File: src/rtl/uart_tx_feeder.sv
// Byte FIFO and frame sequencer feeding the UART transmitter start/data inputs.
// Define UART_TX_FEEDER_FLUSH_EN to add the synchronous i_flush input.
module uart_tx_feeder #(
  parameter int unsigned DEPTH  = 16,
  parameter int unsigned DATA_W = 8
) (
  input  logic                       i_clk,
  input  logic                       i_aresetn,
`ifdef UART_TX_FEEDER_FLUSH_EN
  input  logic                       i_flush,
`endif
  input  logic                       i_wr_valid,
  input  logic [DATA_W-1:0]          i_wr_data,
  output logic                       o_wr_ready,
  output logic                       o_tx_start,
  output logic [DATA_W-1:0]          o_tx_data,
  input  logic                       i_tx_done,
  output logic                       o_busy,
  output logic                       o_empty,
  output logic                       o_full,
  output logic [$clog2(DEPTH):0]     o_level
);

  localparam int unsigned AW = $clog2(DEPTH);
  localparam int unsigned CW = AW + 1;
  localparam logic [CW-1:0] FULL_CNT = CW'(DEPTH);

  typedef enum logic {IDLE, SEND} state_t;

  state_t            r_state;
  logic              r_tx_start;
  logic [DATA_W-1:0] r_tx_data;
  logic [DATA_W-1:0] r_mem [DEPTH];
  logic [AW-1:0]     r_wr_ptr;
  logic [AW-1:0]     r_rd_ptr;
  logic [CW-1:0]     r_count;

  logic w_full;
  logic w_empty;
  logic w_wr_ready;
  logic w_push;
  logic w_pop;
  logic w_flush;

`ifdef UART_TX_FEEDER_FLUSH_EN
  assign w_flush = i_flush;
`else
  assign w_flush = 1'b0;
`endif

  assign w_full     = (r_count == FULL_CNT);
  assign w_empty    = (r_count == '0);
  assign w_wr_ready = !w_full && !w_flush;
  assign w_push     = i_wr_valid && w_wr_ready;
  // IDLE pops whenever data is present; SEND only on the done pulse.
  // A flush suppresses the pop so an in-flight frame ends into IDLE.
  assign w_pop      = !w_empty && !w_flush && ((r_state == IDLE) || i_tx_done);

  always_ff @(posedge i_clk) begin
    if (w_push) begin
      r_mem[r_wr_ptr] <= i_wr_data;
    end
  end

  always_ff @(posedge i_clk or negedge i_aresetn) begin
    if (!i_aresetn) begin
      r_wr_ptr <= '0;
      r_rd_ptr <= '0;
      r_count  <= '0;
    end else if (w_flush) begin
      r_wr_ptr <= '0;
      r_rd_ptr <= '0;
      r_count  <= '0;
    end else begin
      if (w_push) begin
        r_wr_ptr <= r_wr_ptr + AW'(1);
      end
      if (w_pop) begin
        r_rd_ptr <= r_rd_ptr + AW'(1);
      end
      case ({w_push, w_pop})
        2'b10:   r_count <= r_count + CW'(1);
        2'b01:   r_count <= r_count - CW'(1);
        default: r_count <= r_count;
      endcase
    end
  end

  always_ff @(posedge i_clk or negedge i_aresetn) begin
    if (!i_aresetn) begin
      r_state    <= IDLE;
      r_tx_start <= 1'b0;
      r_tx_data  <= '0;
    end else begin
      case (r_state)
        IDLE: begin
          if (w_pop) begin
            r_tx_data  <= r_mem[r_rd_ptr];
            r_tx_start <= 1'b1;
            r_state    <= SEND;
          end else begin
            r_tx_start <= 1'b0;
          end
        end
        SEND: begin
          if (i_tx_done) begin
            if (w_pop) begin
              r_tx_data <= r_mem[r_rd_ptr];
            end else begin
              r_tx_start <= 1'b0;
              r_state    <= IDLE;
            end
          end
        end
        default: r_state <= IDLE;
      endcase
    end
  end

  assign o_wr_ready = w_wr_ready;
  assign o_tx_start = r_tx_start;
  assign o_tx_data  = r_tx_data;
  assign o_busy     = (r_state == SEND);
  assign o_empty    = w_empty;
  assign o_full     = w_full;
  assign o_level    = r_count;

endmodule

File: config.mk
export PLATFORM = sky130hd
export DESIGN_NAME = uart_tx_feeder
export DESIGN_NICKNAME = d
export VERILOG_FILES = /design/src/rtl/uart_tx_feeder.sv
export SDC_FILE = /design/constraint.sdc
export NUM_CORES = 1
export LEC_CHECK = 0
export ABC_CLOCK_PERIOD_IN_PS = 6180
export CORE_AREA = 2 2 151 109
export DETAILED_ROUTE_END_ITERATION = 8
export DIE_AREA = 0 0 153 111
export GPL_TIMING_DRIVEN = 0
export PLACE_DENSITY = 0.65
export SLEW_MARGIN = 10
export SYNTH_ARGS = -nofsm -noshare
export SYNTH_HDL_FRONTEND = slang
export SYNTH_SLANG_ARGS = --single-unit
File: constraint.sdc
create_clock -name i_clk -period 6.18 [get_ports i_clk]
set_input_delay 0.618 -clock i_clk [delete_from_list [all_inputs] [get_ports i_clk]]
set_output_delay 0.618 -clock i_clk [all_outputs]
set_load 0.03 [all_outputs]
[Word level (Yosys, flattened, before mapping)]
Memories as Yosys holds them, arrays and structs flattened.
Index checks and enable logic that the tools add are counted.
Word-level totals
  register bits after elaboration: 23
  bits in latches: 0
  memory bits (writable): 128
  memory bits (read-only): 0
  input bits: 12
  output and inout port bits: 18
  logic and storage cells: 37
  memories: 1
Memory list
  r_mem: words 16, width 8, rd ports 1, clocked after Yosys merged registers in 0, wr ports 1, line 33  | logic [DATA_W-1:0] r_mem [DEPTH];
Operators by class
  add/sub/neg operators: 4
  $mul: 0
  divide/modulo/power cells: 0
  $lt $le $gt $ge: 0
  eq/ne operators: 5
  shift operators: 0
  multiplexer cells: 12
  bitwise operators: 1
  reductions and logical operators: 8
Operator list (count)
  two-way mux 8 bit: 2
  one-hot mux 8 bit (2 select lines): 1
  one-hot mux 5 bit (2 select lines): 1
  adder 4 x 1 -> 4 bit (second input constant): 2
  two-way mux 1 bit: 6
  adder 5 x 1 -> 5 bit (second input constant): 1
  equality test 5 bit (second input constant): 1
  zero test 5 bit: 1
  subtractor 5 x 1 -> 5 bit (second input constant): 1
  inequality test 2 bit (second input constant): 2
  one-hot mux 1 bit (2 select lines): 2
  equality test 2 x 1 -> 1 bit (second input constant): 1
  equality test 2 bit (second input constant): 1
  logical AND 1 bit: 2
  zero test 1 bit: 2
  AND reduction 2 bit: 1
  nonzero test 2 bit: 1
  logical OR 1 bit: 1
  inverter 1 bit: 1

[Longest topological paths before layout]
Gate-level depths: netlist of run 1.
  word-level depth: 6
  gate-level depth with buffers: 13
  depth with buffers taken out: 10

[Worst setup path after synthesis of run 1]
OpenSTA, ideal clock, no wires.
  path type: register to register
  start point: register r_count[1] (netlist: o_level[1])
  end point: register r_count[4] (netlist: o_level[4])
  setup time: 0.080 ns
  arrival time: 3.161 ns
  data required time: 6.100 ns
  setup slack: 2.939 ns
  cell stages (with the launch flop): 13
  path buffers: 3
  period minus slack after synthesis: 3.241 ns
  path through: dfrtp_1 > buf_6 > or3_4 > o31a_1 > buf_2 > ha_1 > clkbuf_1 > xor2_1 > ha_1 > or3b_1 > a211o_1 > a21oi_1 > xnor2_1
Between the ends
  longest elaborated chain between the ends: 5
  elaborated cells between the ends (all ways): 12
  those cells by class: add/sub (2); eq/ne (3); mux (1); reduce/logical (6)
Ends and longest elaborated chain
  from (decl): line 36  | logic [CW-1:0] r_count;
  from (signal assigned): line 82  | 2'b10: r_count <= r_count + CW'(1);
  from (signal assigned): line 83  | 2'b01: r_count <= r_count - CW'(1);
  from (signal assigned): line 84  | default: r_count <= r_count;
  zero test 5 bit *: line 52  | assign w_empty = (r_count == '0);
  zero test 1 bit *: line 57  | assign w_pop = !w_empty && !w_flush && ((r_state == IDLE) || i_tx_done);
  logical AND 1 bit *: line 57
  net w_pop: line 42  | logic w_pop;
  equality test 2 x 1 -> 1 bit or equality test 2 bit (tied branches): line 81  | case ({w_push, w_pop})
  one-hot mux 5 bit (2 select lines) or nonzero test 2 bit (tied branches)
Mark *: on every way through the listed nets, which the timed path passes. The rest lies on a longest branch.
A chain may end at the register's enable or synchronous reset.

[Worst setup path in the final report of run 1]
  start point: register r_count[1] (netlist: o_level[1])
  end point: register r_count[4] (netlist: o_level[4])
Between the ends
  longest elaborated chain between the ends: 5
  elaborated cells between the ends (all ways): 12
  those cells by class: add/sub (2); eq/ne (3); mux (1); reduce/logical (6)
Ends and longest elaborated chain (line)
  equality test 5 bit or zero test 5 bit (tied branches): 51, 52
  zero test 1 bit (on tied branches): 53, 57
  logical AND 1 bit (on tied branches): 54, 57
  equality test 2 x 1 -> 1 bit or equality test 2 bit (tied branches): 81
  one-hot mux 5 bit (2 select lines) or nonzero test 2 bit (tied branches)
Parallel ways exist; a longest one is shown, timed or not.

==> out/qor.yml, run 1 <==
tightest_slew_ns: 1.13
status: "finished, final reports clean"
grt_usage_pct: 15.0
drc: 0
design_area_um2: 7210
synth_top_area_share_pct: 63.4
fp.coreArea_um2: 15800
htree_levels: 4
port_buffers: 29
ir_worst_vdd_v: 0.000265
synthAdderAreaFrac_pct: 1.65
rows: 39
synth_compound_area_share_pct: 4.02
yosys_register_bits: 151
setup_violations: 0
first_iter_violations: 217
drive_gt1_share_pct: 23.5
cts.root.buffer_cell: "clkbuf_16"
synth-edff-count: 128
yosysSeqAreaShare_pct: 72.9
synth_top_family_by_area: "multiplexers"
end_kind: "register"
synthTopCellsByCount: "edfxtp_1 (128), mux4_2 (32), dfrtp_1 (23), nor2_1 (22)"
slew_headroom_pct: 24.7
cts_buffers: 17
die_h_um: 111
n_antenna_cell: 0
fin_util_pct: 45.8
worstSetupStartpointType: "register"
syn-num-nets: 338
drt-wirelength-per-cell_um: 20.2
grt_first_pass_wirelength_mm: 18.4
yosys.area_share.simple_pct: 4.25
setup_slack_ns: 2.83
finalNetCount: 386
dieArea_um2: 17000
yosysTopAreaCell: "edfxtp_1"
final_antenna_net_count: 0
yosysMostFrequentCell: "edfxtp_1"
antenna_found_initial: 0
insertion_delay_ns: 0.42
finalClockSkew_ns: 0.00723
maxCapViolCount: 0
cts_setup_buffers: 0
criticalPathCategory: "reg -> reg"
ys_types: 34
clk_pin_slew_ns: 0.07
placedInstanceArea_um2: 6630
avgSynthCellArea_um2: 19.1
grt_max_degree: 24
clk_path_buf_depth: 2
critPathRequiredTime_ns: 6.52
grt_pass1_vias: 3206
arrival_ns: 3.69
fp.dieW_um: 153
syn_inst: 318
cts_resized: 0
finalCritPeriodShare_pct: 54.1
fin_tns_setup_ns: 0
areaGrowthSynthToFinish_pct: 18.9
via_count: 3031
syn_area_um2: 6070
place_ws_ns: 2.51
hpwl_mm: 7.76
dr.pass1.iters: 4
leakagePower_uw: 0.00240
cts_tree: "built"
synth_area_leaders: "edfxtp_1 (63%), mux4_2 (12%), dfrtp_1 (9.5%)"
gp_congestion: 0.796
holdCritPathClass: "reg -> reg"
async_flop_share_pct: 15.2
muxShareOfSynthArea_pct: 13.6
hold_violations: 0
initial_core_util_pct: 38.5
fmaxAchievable_ghz: 0.299
num_io_pins: 30
grt.overflow.total: 0
cts_hold_buf: 0
synth_ff_type: "edfxtp_1"
maxSlewViolCount: 0
clock_sinks: 151
p_per_area_nw_per_um2: 482
rsz0062_at_grt: "false"
totalWireLength_mm: 11.8
cp_max_fo: 9
synthXorXnorAreaFrac_pct: 1.73
yosysWarnings: 0
via_per_inst: 5.19
fin_crit_ns: 3.35
-- layout by cell type, fill, tap and decap left out, types with 2 or more instances in the layout --
master	count
buf_6	2
clkbuf_1	9
clkdlybuf4s50_1	29
nor3_2	4
clkinvlp_4	2
dfrtp_1	23
inv_6	4
nor2b_1	2
nand2b_1	4
o31a_1	2
clkinv_8	2
a221oi_2	8
nand4_1	2
inv_1	5
xnor2_1	7
ha_1	8
nand2_1	9
buf_1	3
o21ai_0	2
mux2_2	2
edfxtp_1	128
xor2_1	5
nor2_1	22
inv_8	6
a211o_1	2
mux2i_1	8
o22ai_1	8
mux4_2	32
nor3_1	2
buf_2	6
clkbuf_16	17
a21oi_1	4
-- stage by stage --
stage / power, µW / hold slack, ns / instances
after floorplan: 2150 / 0.322 / 318
after global placement: 2470 / 0.513 / 552
after detailed placement: 2510 / 0.538 / 552
after CTS: 3510 / 0.552 / 584
after global routing: 3650 / 0.600 / 584
final: 3480 / 0.545 / 584
-- power breakdown --
group | switching [µW] | internal [µW]
Clock | 460 | 540
Combinational | 626 | 497
Sequential | 83.9 | 1270
-- cell type report --
cell class,count,area (µm²)
buffer,20,97.6
clock buffer,17,425
clock inverter,15,155
fill,1328,8550
inverter,5,18.8
multi-input combinational,142,1550
sequential,151,4420
tap,205,256
timing repair buffer,29,290
-- state kept, by name, summed over array words and instances, names as in the netlist --
signal	cells
r_mem	128
o_level	5
o_tx_start	1
r_rd_ptr	4
o_tx_data	8
o_busy	1
r_wr_ptr	4
-- worst max-delay path, stage by stage, from the launching register on --
cell      delay [ns]
dfrtp_1         0.40
buf_6           0.14
or3_4           0.38
o31a_1          0.24
clkbuf_1        0.22
inv_1           0.13
ha_1            0.15
clkbuf_1        0.30
xor2_1          0.13
ha_1            0.23
or3b_1          0.36
a211o_1         0.29
a21oi_1         0.16
xnor2_1         0.13
-- worst paths after layout --
kind	from	slack, ns	to	depth (start not counted)
worst max-delay path	o_level[1]$_DFFE_PN0P_	2.83	o_level[4]$_DFFE_PN0P_	13
worst min-delay path	o_tx_start$_DFFE_PN0P_	0.54	o_tx_start$_DFFE_PN0P_	2
worst max register to register	o_level[1]$_DFFE_PN0P_	2.83	o_level[4]$_DFFE_PN0P_	13
worst min register to register	o_tx_start$_DFFE_PN0P_	0.54	o_tx_start$_DFFE_PN0P_	2
max in group asynchronous	i_aresetn	4.70	r_wr_ptr[3]$_DFFE_PN0P_	1
min in group asynchronous	i_aresetn	0.80	o_level[2]$_DFFE_PN0P_	1
-- per-layer routing --
layer	vias up	wire, µm	GRT usage [%]
met2	109	5540	22.1
li1	1376	-	-
met1	1535	5080	21.7
met3	11	1090	3.56
met4	0	93	5.80
met5	-	0	0
-- logic make-up (layout without fill, tap and decap cells) --
| family | Yosys count | after routing |
|---|---|---|
| AOI/OAI and AO/OA | 27 | 27 |
| and+or+nand+nor | 53 | 53 |
| adders and majority gates | 8 | 8 |
| muxes | 42 | 42 |
| xor gates and xnor gates | 12 | 12 |
| buffers and inverters | 25 | 86 |
| DFF | 151 | 151 |
Note: power is estimated with default switching activity, not from simulation.
==> inputs of run 2 (changes only) <==
--- a/config.mk
+++ b/config.mk
@@ -5,7 +5,7 @@
 export SDC_FILE = /design/constraint.sdc
 export NUM_CORES = 1
 export LEC_CHECK = 0
-export ABC_CLOCK_PERIOD_IN_PS = 6180
+export ABC_CLOCK_PERIOD_IN_PS = 3300
 export CORE_AREA = 2 2 151 109
 export DETAILED_ROUTE_END_ITERATION = 8
 export DIE_AREA = 0 0 153 111
==> constraint.sdc (replaced) <==
create_clock -name i_clk -period 3.3 [get_ports i_clk]
set_input_delay 0.33 -clock i_clk [delete_from_list [all_inputs] [get_ports i_clk]]
set_output_delay 0.33 -clock i_clk [all_outputs]
set_load 0.03 [all_outputs]
==> out/qor.yml, run 2 (same netlist as run 1, synthesis figures left out) <==
status: "finished, final reports clean"
leakagePower_uw: 0.00240  # -0.13%
num_io_pins: 30  # unchanged
setup_slack_ns: 0.194  # -2.64 ns
cts_buffers: 17  # unchanged
maxCapViolCount: 0  # unchanged
cts_setup_buffers: 0  # unchanged
dr.pass1.iters: 6  # +2
p_sw_uw: 2190  # +87%
critPathRequiredTime_ns: 3.64  # -2.88 ns
p_per_area_nw_per_um2: 902  # +87%
areaGrowthSynthToFinish_pct: 18.9  # about the same
clock_sinks: 151  # unchanged
hpwl_mm: 7.76  # unchanged
cts_hold_buf: 0  # unchanged
ir_worst_vdd_v: 0.000493  # +86%
totalWireLength_mm: 11.8  # about the same
fmaxAchievable_ghz: 0.322  # +7.7%
via_count: 3036  # +0.16%
final_antenna_net_count: 0  # unchanged
cp_max_fo: 11  # +2
end_kind: "register"
dieArea_um2: 17000  # unchanged
regMostFlops: "r_mem"
first_iter_violations: 224  # +3.2%
fin_tns_setup_ns: 0  # unchanged
final_cell_mix: "edfxtp_1 (128), mux4_2 (32), clkdlybuf4s50_1 (29), dfrtp_1 (23), nor2_1 (22)"
r2r_slack_ns: 0.19  # -2.64 ns
die_h_um: 111  # unchanged
drc: 0  # unchanged
maxSlewViolCount: 0  # unchanged
via_per_inst: 5.22  # +0.51%
initial_core_util_pct: 38.5  # unchanged
finalCritPeriodShare_pct: 94.1  # +40 points
grt_first_pass_wirelength_mm: 18.4  # about the same
fp.coreArea_um2: 15800  # unchanged
finalClockSkew_ns: 0.00718  # -0.0000504 ns
grt_max_degree: 24  # unchanged
p_int_uw: 4320  # +87%
whs_ns: 0.504  # -0.0408 ns
gp_congestion: 0.796  # unchanged
final_common_cell: "edfxtp_1"
p_seq_share_pct: 38.9  # about the same
htree_levels: 4  # unchanged
crit_start: "o_level[1]$_DFFE_PN0P_"
tightest_slew_ns: 1.11  # -0.0109 ns
arrival_ns: 3.45  # -0.24 ns
swShare_pct: 33.6  # -0.052 points
rsz0062_at_grt: "false"
power_frac_comb_pct: 32.3  # about the same
grt_usage_pct: 15.0  # about the same
cts_resized: 1  # +1
fp.dieW_um: 153  # unchanged
criticalPathCategory: "reg -> reg"
clk_pin_slew_ns: 0.07  # about the same
drt-wirelength-per-cell_um: 20.3  # +0.40%
place_ws_ns: -0.0780  # -2.59 ns
setup_violations: 0  # unchanged
cts.root.buffer_cell: "clkbuf_16"
antenna_found_initial: 0  # unchanged
port_buffers: 29  # unchanged
fin_crit_ns: 3.11  # -0.240 ns
hold_violations: 0  # unchanged
grt.overflow.total: 0  # unchanged
cts_tree: "built"
insertion_delay_ns: 0.42  # about the same
n_antenna_cell: 0  # unchanged
slew_headroom_pct: 25.5  # +0.73 points
worstSetupStartpointType: "register"
r2r-start: "o_level[1]$_DFFE_PN0P_"
largest_reg_flops: 128  # unchanged
rows: 39  # unchanged
grt_pass1_vias: 3200  # -0.19%
fillers: 1329  # +0.075%
drive_gt1_share_pct: 23.9  # +0.39 points
holdCritPathClass: "in -> async"
clk_path_buf_depth: 2  # unchanged
finalNetCount: 384  # -0.52%
clockPowerShare_pct: 28.8  # about the same
## run 2: changes by cell type in the layout (fill, tap and decap cells not counted), sizes merged
| cell | before | now |
|---|---|---|
| clkbuf | 26 | 24 |
## run 2: metrics by stage
| step | util (%) | instance area, µm² | std cells | power [µW] |
|---|---|---|---|---|
| 3_5_place_dp | 42.1 | 6630 | 552 | 4700 |
| 2_1_floorplan | - | 6070 | 318 | 4020 |
| 5_1_grt | 45.7 | 7210 | 582 | 6830 |
| 6_report | 45.7 | 7210 | 582 | 6510 |
| 4_1_cts | 45.8 | 7210 | 583 | 6570 |
| 3_3_place_gp | 42.0 | 6610 | 552 | 4620 |
## run 2: cell type report
type,count,area [µm²],area share (%)
inverter,5,18.8,0.260
clock buffer,17,425,5.90
tap,205,256,3.56
timing repair buffer,29,290,4.03
multi-input combinational,142,1550,21.5
buffer,18,92.6,1.28
sequential,151,4420,61.3
clock inverter,15,155,2.15
## run 2: worst paths after layout
| check | endpoint | cells after the start |
|---|---|---|
| setup / recovery | o_level[4]$_DFFE_PN0P_ | 11 |
| hold / removal | o_level[2]$_DFFE_PN0P_ | 1 |
| setup reg to reg | o_level[4]$_DFFE_PN0P_ | 11 |
| hold reg to reg | o_tx_start$_DFFE_PN0P_ | 2 |
| max in group asynchronous | o_tx_data[5]$_DFFE_PN0P_ | 1 |
| min in group i_clk | o_tx_start$_DFFE_PN0P_ | 2 |
## run 2: layer usage
layer  track usage, %  part of all wire (%)
met1             21.7                    45
met2             22.1                    47
met3             3.56                   7.6
met4             5.80                  0.93
met5                0                     0
## run 2: critical path, stage by stage (launching register included)
cell and delay (ns):
dfrtp_1 0.39, buf_6 0.14, or3_4 0.38, o31a_1 0.29, buf_4 0.22, ha_2 0.25
xor2_1 0.18, ha_1 0.22, or3b_1 0.36, a211o_1 0.29, a21oi_1 0.17, xnor2_1 0.13
## run 2: power by group through the flow
| stage | combinational (µW) | clock, µW | sequential (µW) |
|---|---|---|---|
| 2_1_floorplan | 1340 | 0 | 2690 |
| 3_3_place_gp | 2070 | 0 | 2560 |
| 3_5_place_dp | 2130 | 0 | 2570 |
| 4_1_cts | 2130 | 1910 | 2530 |
| 5_1_grt | 2280 | 1980 | 2570 |
| 6_report | 2100 | 1870 | 2530 |
==> inputs of run 3 (changes only) <==
--- a/config.mk
+++ b/config.mk
@@ -6,9 +6,9 @@
 export NUM_CORES = 1
 export LEC_CHECK = 0
 export ABC_CLOCK_PERIOD_IN_PS = 3300
-export CORE_AREA = 2 2 151 109
+export CORE_AREA = 4 4 153 111
 export DETAILED_ROUTE_END_ITERATION = 8
-export DIE_AREA = 0 0 153 111
+export DIE_AREA = 0 0 157 115
 export GPL_TIMING_DRIVEN = 0
 export PLACE_DENSITY = 0.65
 export SLEW_MARGIN = 10
==> out/qor.yml, run 3 (same netlist as run 1, synthesis figures left out) <==
status: "finished, final reports clean"
slew_headroom_pct: 40.5  # +15 points
insertion_delay_ns: 0.43  # about the same
grt_pass1_vias: 3116  # -2.6%
p_per_area_nw_per_um2: 908  # +0.60%
place_ws_ns: -0.128  # -0.0497 ns
hold_violations: 0  # unchanged
drive_gt1_share_pct: 23.8  # -0.063 points
r2r_slack_ns: 0.14  # -0.06 ns
clock_sinks: 151  # unchanged
num_io_pins: 30  # unchanged
rsz0062_at_grt: "false"
first_iter_violations: 353  # +58%
cp_max_fo: 11  # unchanged
areaGrowthSynthToFinish_pct: 18.7
finalClockSkew_ns: 0.00866  # +0.00148 ns
final_antenna_net_count: 0  # unchanged
drt-wirelength-per-cell_um: 21.1  # +3.8%
grt_usage_pct: 14.7  # -0.23 points
criticalPathCategory: "reg -> reg"
maxCapViolCount: 0  # unchanged
cts_tree: "built"
htree_levels: 4  # unchanged
setup_violations: 0  # unchanged
initial_core_util_pct: 39.5  # +1.0 points
worstSetupStartpointType: "register"
arrival_ns: 3.51  # +0.06 ns
grt_max_degree: 24  # unchanged
grt.overflow.total: 0  # unchanged
dieArea_um2: 18100  # +6.3%
largest_reg_flops: 128  # unchanged
clk_path_buf_depth: 2  # unchanged
leakagePower_uw: 0.00239  # -0.39%
port_buffers: 29  # unchanged
dr.pass1.iters: 4  # -2
clk_pin_slew_ns: 0.06  # about the same
end_kind: "register"
via_count: 3090  # +1.8%
fin_crit_ns: 3.16  # +0.0585 ns
fp.coreArea_um2: 15400  # -2.6%
fillers: 1282  # -3.5%
setup_slack_ns: 0.135  # -0.0585 ns
rows: 38  # -2.6%
maxSlewViolCount: 0  # unchanged
cts_buffers: 17  # unchanged
ir_worst_vdd_v: 0.000461  # -6.6%
tightest_slew_ns: 0.888  # -0.226 ns
fmaxAchievable_ghz: 0.316  # -1.8%
gp_congestion: 0.758  # -4.8%
finalCritPeriodShare_pct: 95.9  # +1.8 points
totalWireLength_mm: 12.2  # +3.1%
regMostFlops: "r_mem"
drc: 0  # unchanged
hpwl_mm: 7.80  # +0.53%
critPathRequiredTime_ns: 3.65  # about the same
final_common_cell: "edfxtp_1"
via_per_inst: 5.35  # +2.5%
die_h_um: 115  # +3.6%
holdCritPathClass: "in -> async"
cts.root.buffer_cell: "clkbuf_16"
fp.dieW_um: 157  # +2.6%
grt_first_pass_wirelength_mm: 19.0  # +3.7%
final_cell_mix: "edfxtp_1 (128), mux4_2 (32), clkdlybuf4s50_1 (28), dfrtp_1 (23), nor2_1 (22)"
n_antenna_cell: 0  # unchanged
finalNetCount: 385  # +0.26%
antenna_found_initial: 0  # unchanged
cts_setup_buffers: 0  # unchanged
fin_tns_setup_ns: 0  # unchanged
## run 3: cell types whose count changed in the layout (fill, tap and decap cells not counted), sizes merged
| cell | delta |
|---|---|
| clkdlybuf4s50 | -1 |
| buf | +1 |
| bufinv | +1 |
| clkbuf | +1 |
| clkinvlp | +2 |
| inv | -4 |
| dlygate4sd3 | +1 |
## run 3: area by class of cell
class | instances | area (µm²) | share of cell area [%]
flip-flops and latches | 151 | 4420 | 61.4
multi-input cells | 142 | 1550 | 21.6
clock buffers | 18 | 429 | 5.96
repair buffers | 30 | 295 | 4.10
well taps | 200 | 250 | 3.48
clock inverters | 14 | 143 | 1.98
plain buffers | 18 | 90.1 | 1.25
inverters | 5 | 18.8 | 0.261
## run 3: worst max-delay path, stage by stage, from the launching register on
cell	delay, ns
dfrtp_1	0.39
buf_6	0.14
or3_4	0.38
o31a_1	0.29
buf_2	0.25
ha_2	0.27
xor2_1	0.17
ha_1	0.23
or3b_1	0.36
a211o_1	0.30
a21oi_1	0.16
xnor2_1	0.14
## run 3: worst paths after layout
path	from	end	depth (start not counted)
hold / removal	i_aresetn	o_level[2]$_DFFE_PN0P_	2
setup reg to reg	o_level[1]$_DFFE_PN0P_	o_level[4]$_DFFE_PN0P_	11
setup / recovery	o_level[1]$_DFFE_PN0P_	o_level[4]$_DFFE_PN0P_	11
min in group i_clk	o_tx_start$_DFFE_PN0P_	o_tx_start$_DFFE_PN0P_	2
max in group asynchronous	i_aresetn	r_rd_ptr[0]$_DFFE_PN0P_	2
hold reg to reg	o_tx_start$_DFFE_PN0P_	o_tx_start$_DFFE_PN0P_	2
## run 3: timing repair
item | CTS | global route
hold buffers | 0 | 1
setup endpoints to repair | 1 | 1
gates cloned | 0 | 0
gates resized for setup | 1 | 0
endpoints found under the hold margin | 0 | 23
## run 3: report_power, final
group	internal (µW)	leakage [µW]	switching (µW)	total [µW]
clock network	1060	0.000269	819	1880
logic	934	0.000702	1210	2140
registers	2380	0.00142	137	2520
total	4370	0.00239	2160	6540
## run 3: routing by layer
layer / vias to the layer above / GRT usage (%) / wire [µm]
met4: 0 / 5.09 / 159
met5: - / 0 / 0
met1: 1619 / 22.1 / 5790
met2: 103 / 20.5 / 5440
met3: 14 / 4.40 / 795
li1: 1354 / - / -
## run 3: metrics by stage
step	instance area, µm²	hold slack [ns]	cells	utilization, %	power, µW
2_1_floorplan	6070	0.0344	318	-	4020
3_3_place_gp	6610	0.515	547	43.0	4660
3_5_place_dp	6620	0.539	547	43.1	4710
4_1_cts	7190	0.554	578	46.8	6570
5_1_grt	7200	0.489	578	46.9	6880
6_report	7200	0.438	578	46.9	6540
